--- config.mk ---
export PLATFORM = sky130hd
export DESIGN_NAME = seg_display_scan
export DESIGN_NICKNAME = d
export VERILOG_FILES = /design/src/rtl/seg_display_scan.sv
export SDC_FILE = /design/constraint.sdc
export NUM_CORES = 1
export LEC_CHECK = 0
export ABC_CLOCK_PERIOD_IN_PS = 2800
export BUFFER_PORTS_ARGS = -buffer_cell sky130_fd_sc_hd__buf_2
export CAP_MARGIN = 20
export CORE_UTILIZATION = 56
export CTS_CLUSTER_SIZE = 25
export DETAILED_ROUTE_END_ITERATION = 10
export GPL_TIMING_DRIVEN = 0
export PLACE_DENSITY_LB_ADDON = 0.05
export SYNTH_ARGS = -nofsm -noshare
export SYNTH_HDL_FRONTEND = slang
export SYNTH_SLANG_ARGS = --single-unit
--- constraint.sdc ---
create_clock -name clk -period 2.8 [get_ports clk]
set_input_delay 0.42 -clock clk [delete_from_list [all_inputs] [get_ports clk]]
set_output_delay 0.42 -clock clk [all_outputs]
set_load 0.03 [all_outputs]
--- src/rtl/seg_display_scan.sv ---
// rtl/seg_display_scan.sv - 6-digit multiplexed 7-segment scanner with field blink and buzzer
//
// Ports:
//   clk     in   system clock (single domain)
//   reset   in   asynchronous active-low reset
//   hour    in   [7:0] packed BCD hour   ([7:4] tens, [3:0] ones)
//   minute  in   [7:0] packed BCD minute
//   second  in   [7:0] packed BCD second
//   mode    in   [1:0] field to blink: 0 none, 1 hour, 2 minute, 3 second
//   alert   in   alarm active
//   an      out  [5:0] digit enables, active-low (an[5] hour tens .. an[0] second ones)
//   seg     out  [6:0] segments {g,f,e,d,c,b,a}, active-low
//   dp      out  decimal point, active-low
//   buzz    out  buzzer drive, active-high

module seg_display_scan #(
    parameter int SCAN_DIV     = 50000,
    parameter int BLINK_FRAMES = 25,
    parameter int BUZZ_DIV     = 12500
) (
    input  logic       clk,
    input  logic       reset,
    input  logic [7:0] hour,
    input  logic [7:0] minute,
    input  logic [7:0] second,
    input  logic [1:0] mode,
    input  logic       alert,
    output logic [5:0] an,
    output logic [6:0] seg,
    output logic       dp,
    output logic       buzz
);

    localparam int PW = $clog2(SCAN_DIV);
    localparam int FW = (BLINK_FRAMES > 1) ? $clog2(BLINK_FRAMES) : 1;
    localparam int BW = (BUZZ_DIV > 1) ? $clog2(BUZZ_DIV) : 1;

    localparam logic [PW-1:0] PRE_MAX   = PW'(SCAN_DIV - 1);
    localparam logic [FW-1:0] FRAME_MAX = FW'(BLINK_FRAMES - 1);
    localparam logic [BW-1:0] BUZZ_MAX  = BW'(BUZZ_DIV - 1);

    localparam logic [2:0] IDX_LAST = 3'd5;
    localparam logic [5:0] AN_OFF   = 6'h3F;
    localparam logic [6:0] SEG_OFF  = 7'h7F;

    logic [PW-1:0] prescaler_q, prescaler_d;
    logic [2:0]    idx_q, idx_d;
    logic [FW-1:0] frame_cnt_q, frame_cnt_d;
    logic          blink_phase_q, blink_phase_d;
    logic [23:0]   snap_q, snap_d;
    logic          blank_q, blank_d;
    logic          show_q, show_d;
    logic          tone_q, tone_d;
    logic [BW-1:0] buzz_cnt_q, buzz_cnt_d;
    logic [5:0]    an_q, an_d;
    logic [6:0]    seg_q, seg_d;
    logic          dp_q, dp_d;
    logic          buzz_q, buzz_d;

    logic          tick;
    logic          wrap;
    logic [1:0]    next_field;
    logic [3:0]    nibble;
    logic [5:0]    an_sel;
    logic [6:0]    seg_pat;

    function automatic logic [6:0] decode(input logic [3:0] v);
        logic [6:0] p;
        case (v)
            4'd0:    p = 7'b1000000;
            4'd1:    p = 7'b1111001;
            4'd2:    p = 7'b0100100;
            4'd3:    p = 7'b0110000;
            4'd4:    p = 7'b0011001;
            4'd5:    p = 7'b0010010;
            4'd6:    p = 7'b0000010;
            4'd7:    p = 7'b1111000;
            4'd8:    p = 7'b0000000;
            4'd9:    p = 7'b0010000;
            default: p = 7'b0111111;
        endcase
        return p;
    endfunction

    always_comb begin
        tick = (prescaler_q == PRE_MAX);
        wrap = tick && (idx_q == IDX_LAST);

        prescaler_d = tick ? '0 : prescaler_q + 1'b1;

        idx_d = idx_q;
        if (tick) begin
            idx_d = wrap ? 3'd0 : idx_q + 3'd1;
        end

        // Frame boundary: snapshot, frame count and blink toggle share one edge,
        // so the new blink phase already governs idx0 of the new frame.
        frame_cnt_d   = frame_cnt_q;
        blink_phase_d = blink_phase_q;
        snap_d        = snap_q;
        if (wrap) begin
            snap_d = {hour, minute, second};
            if (frame_cnt_q == FRAME_MAX) begin
                frame_cnt_d   = '0;
                blink_phase_d = ~blink_phase_q;
            end else begin
                frame_cnt_d = frame_cnt_q + 1'b1;
            end
        end

        case (idx_d)
            3'd0, 3'd1: next_field = 2'd1;
            3'd2, 3'd3: next_field = 2'd2;
            default:    next_field = 2'd3;
        endcase

        // Blank decision is frozen at the tick so mode changes only affect the next slot.
        blank_d = blank_q;
        if (tick) begin
            blank_d = blink_phase_d && (mode != 2'd0) && (mode == next_field);
        end
        show_d = tick;

        case (idx_q)
            3'd0:    begin nibble = snap_q[23:20]; an_sel = 6'b011111; end
            3'd1:    begin nibble = snap_q[19:16]; an_sel = 6'b101111; end
            3'd2:    begin nibble = snap_q[15:12]; an_sel = 6'b110111; end
            3'd3:    begin nibble = snap_q[11:8];  an_sel = 6'b111011; end
            3'd4:    begin nibble = snap_q[7:4];   an_sel = 6'b111101; end
            default: begin nibble = snap_q[3:0];   an_sel = 6'b111110; end
        endcase
        seg_pat = decode(nibble);

        // Tick cycle is dead-time: enables off, segments hold until the new slot is shown.
        an_d  = an_q;
        seg_d = seg_q;
        dp_d  = dp_q;
        if (tick) begin
            an_d = AN_OFF;
        end else if (show_q) begin
            an_d  = blank_q ? AN_OFF : an_sel;
            seg_d = seg_pat;
            dp_d  = blank_q ? 1'b1 : ~((idx_q == 3'd1) || (idx_q == 3'd3));
        end

        buzz_cnt_d = (buzz_cnt_q == BUZZ_MAX) ? '0 : buzz_cnt_q + 1'b1;
        tone_d     = (buzz_cnt_q == BUZZ_MAX) ? ~tone_q : tone_q;
        // Silent during the dark blink phase, giving a beep-pause rhythm.
        buzz_d     = alert & tone_q & ~blink_phase_q;
    end

    always_ff @(posedge clk or negedge reset) begin
        if (!reset) begin
            prescaler_q   <= '0;
            idx_q         <= IDX_LAST;
            frame_cnt_q   <= '0;
            blink_phase_q <= 1'b0;
            snap_q        <= '0;
            blank_q       <= 1'b0;
            show_q        <= 1'b0;
            tone_q        <= 1'b0;
            buzz_cnt_q    <= '0;
            an_q          <= AN_OFF;
            seg_q         <= SEG_OFF;
            dp_q          <= 1'b1;
            buzz_q        <= 1'b0;
        end else begin
            prescaler_q   <= prescaler_d;
            idx_q         <= idx_d;
            frame_cnt_q   <= frame_cnt_d;
            blink_phase_q <= blink_phase_d;
            snap_q        <= snap_d;
            blank_q       <= blank_d;
            show_q        <= show_d;
            tone_q        <= tone_d;
            buzz_cnt_q    <= buzz_cnt_d;
            an_q          <= an_d;
            seg_q         <= seg_d;
            dp_q          <= dp_d;
            buzz_q        <= buzz_d;
        end
    end

    assign an   = an_q;
    assign seg  = seg_q;
    assign dp   = dp_q;
    assign buzz = buzz_q;

endmodule

==> qor.txt <==
Status - finished, final reports clean
N_diodes - 0
Final Hold Vio Count - 0
Core Rows - 30
Post-Synthesis Cells - 405
Vias in the first global route - 2,834
Resized cells post-CTS - 0
Root buf cell - clkbuf_8
Slew Limit Fails - 0
Setup TNS - 0 ns
EDFF count, synth - 0
Hold Path Class - primary input to async pin
Vias per cell - 5.236
Reg2reg start - idx_q[2]
Int Pwr - 0.001717 W
Placeable Area - 6832 um2
Routed WL - 7752 um
Fillers - 541
Cell leakage power - 2.138 nW
Post-synth top area share - 0.4062
Netlist cell types - 61
Pwr Density - 472.7 nW/um2
Combinational share of power - 0.021
CTS buffer count - 9
Layout area overhead - 15.03%
Initial antenna violation count - 0
Critical path launch point - idx_q[2]
Buffers and inverters on the worst path - 5
CP arrival - 2.84 ns
Die ar. - 7492 um2
RSZ-0062 raised after global routing - no
Startpoint types - register
Clock latency on the worst-skew pair - 0.35 ns
Worst path cell trace - buf_6 -> buf_6 -> inv_1 -> ha_1 -> buf_4 -> nor2_1 -> nand2_2 -> mux2_4 -> inv_2 -> ha_1 -> o21a_1 -> a22oi_1
Clock power share - 0.441
H-tree levels - 3
Largest stage delay, worst path - 0.53 ns
DRT iter0 DRCs - 165
Pre-Repair DR Iteration Count - 4
Maximum vdd drop - 0.3663 mV
Share of cells above drive strength 1 - 0.2355
Fin nets - 503
Min Tclk post-route - 2.573 ns
Io pins - 44
GRT Overall Usage - 0.2296
TritonCTS clock tree - built
Req. time, crit path - 3.07 ns
Fmax - 388.7 MHz
Worst-path maximum fanout - 10
Max_slew headroom - 0.6545
First-pass GRT wire length - 13,210 um
Sequential Power Share - 0.537
Classification of the worst setup path - register to register
Ys flop type - dfrtp_1
Post-synthesis sequential area ratio - 0.5113
Grt total ovfl - 0
Clock tree buffer depth - 2
Cell family with most CP delay - buffers and inverters
Yosys reg bits - 81
Pin count of the biggest net entering global routing - 42
Sink Count - 81
Sw frac - 0.2112
Post-detail-place hpwl - 5440 um
Final ANT Viol Nets - 0
Die Y - 86.56 um
Area of the mapped netlist - 4004 um2
PortBufs - 43
Initial Utilization - 0.5861
CP Capture Type - register
Crit-path slowest cell - dfstp_2
Final core utilization - 0.6742
Avg Cell Area, Syn - 9.886 um2
Final setup viols - 0
Fin crit share - 0.9188
Die X - 86.56 um
Worst-Margin Slew - 0.5183 ns
DR DRC count - 0
RePlAce Congestion - 0.8232
Syn. warnings - 0
Top post-synthesis cells by count - 99 x nand2_1, 65 x dfrtp_1, 34 x nor2_1
Sw Pwr - 0.0004599 W
Via count - 2,948
Top cells by area, synth - dfrtp_1 41%, dfstp_2 11%, nand2_1 9.3%, ha_1 3.8%, xor2_1 3.3%
Reg clk slew, reported paths - 0.09 ns
Syn nets - 446
Cell with the most instances after synthesis - nand2_1
WL/cell - 13.77 um
FFs w/ async S/R, synth - 1.000
Clock skew - 0.01351 ns
Synth area leader - dfrtp_1
Max-Cap Viols - 0
==> path summary, 6_finish.rpt <==
path / to / slack (ns) / cells past startpoint
worst max-delay path: seg[3] / 0.23 / 12
worst min-delay path: snap_q[5] / 0.03 / 1
worst max register to register: seg[3] / 0.23 / 12
worst min register to register: buzz / 0.47 / 1
max in group asynchronous: seg[0] / 2.10 / 2
min in group clk: snap_q[21] / 0.25 / 3
==> repair_timing <==
action,in CTS,in global routing
endpoints found under the setup margin,0,1
buffers inserted,0,2
hold buffers,0,0
==> cells in the final DEF, fill, tap and decap left out, types with 4 or more instances in the layout <==
cell type  count
ha_1          12
nor3_1         5
clkbuf_1       4
nand3b_1       4
buf_4          4
a21oi_1        7
inv_1          9
nor2_1        34
xor2_1        15
mux2i_1        4
a22oi_1        5
xnor2_1       13
dfstp_2       16
buf_2         48
nand3_1       22
nand4_1        5
dfrtp_1       65
clkbuf_8      10
o21ai_0       10
nand2_1       99
and3_1         8
==> final cells by class <==
| type | count | area, um2 | area share |
|---|---|---|---|
| repair buffers | 46 | 252.7 | 0.05488 |
| clock inverters | 6 | 91.34 | 0.01983 |
| inverters | 12 | 45.04 | 0.009780 |
| clock buffers | 10 | 137.6 | 0.02988 |
| well taps | 96 | 120.1 | 0.02608 |
| flip-flops and latches | 81 | 2047 | 0.4444 |
| plain buffers | 15 | 90.09 | 0.01956 |
| multi-input cells | 297 | 1822 | 0.3955 |
==> metrics by stage <==
step / cell area, um2 / cells / power, W / setup slack [ns] / hold slack, ns
floorplan: 4004 / 405 / 0.001194 / 0.3658 / 0.1244
global placement: 4339 / 544 / 0.001236 / 0.1682 / 0.4550
detailed placement: 4362 / 545 / 0.001241 / 0.1540 / 0.4317
CTS: 4591 / 561 / 0.002202 / 0.1263 / 0.04186
global route: 4606 / 563 / 0.002252 / 0.02130 / 0.06339
finish: 4606 / 563 / 0.002177 / 0.2273 / 0.02726
==> registers in the layout, summed over array words and instances, names as in the netlist, named ones only <==
register / flops
buzz_cnt_q: 14
snap_q: 24
buzz: 1
frame_cnt_q: 5
tone_q: 1
show_q: 1
an: 6
idx_q: 2
dp: 1
seg: 7
blank_q: 1
prescaler_q: 16
blink_phase_q: 1
==> kinds of logic (layout without fill, tap and decap cells) <==
| family | Yosys count | in the layout | share of synthesized area |
|---|---|---|---|
| simple gates | 199 | 199 | 0.2363 |
| flops | 81 | 81 | 0.5112 |
| compound gates | 51 | 51 | 0.09782 |
| xor+xnor | 28 | 28 | 0.06125 |
| buf+inv | 27 | 89 | 0.03375 |
| fa+ha+maj | 12 | 12 | 0.03750 |
| mux | 7 | 7 | 0.02219 |
==> power by group through the flow <==
stage | combinational (W) | sequential, W | clock [W]
4_1_cts | 0.0000486 | 0.00117 | 0.000984
6_report | 0.0000461 | 0.00117 | 0.000961
3_3_place_gp | 0.0000441 | 0.00119 | 0
3_5_place_dp | 0.0000484 | 0.00119 | 0
2_1_floorplan | 0.00000123 | 0.00119 | 0
5_1_grt | 0.0000541 | 0.00117 | 0.00103
==> per-layer routing <==
metal | up-vias | global-route usage | part of all wire | routed length, um
li1 | 1492 | - | - | -
met1 | 1395 | 0.3042 | 0.47 | 3619
met2 | 55 | 0.3853 | 0.49 | 3812
met3 | 6 | 0.04095 | 0.031 | 237
met4 | 0 | 0.07273 | 0.011 | 82
met5 | - | 0 | 0 | 0
(Power assumes the default switching activity.)
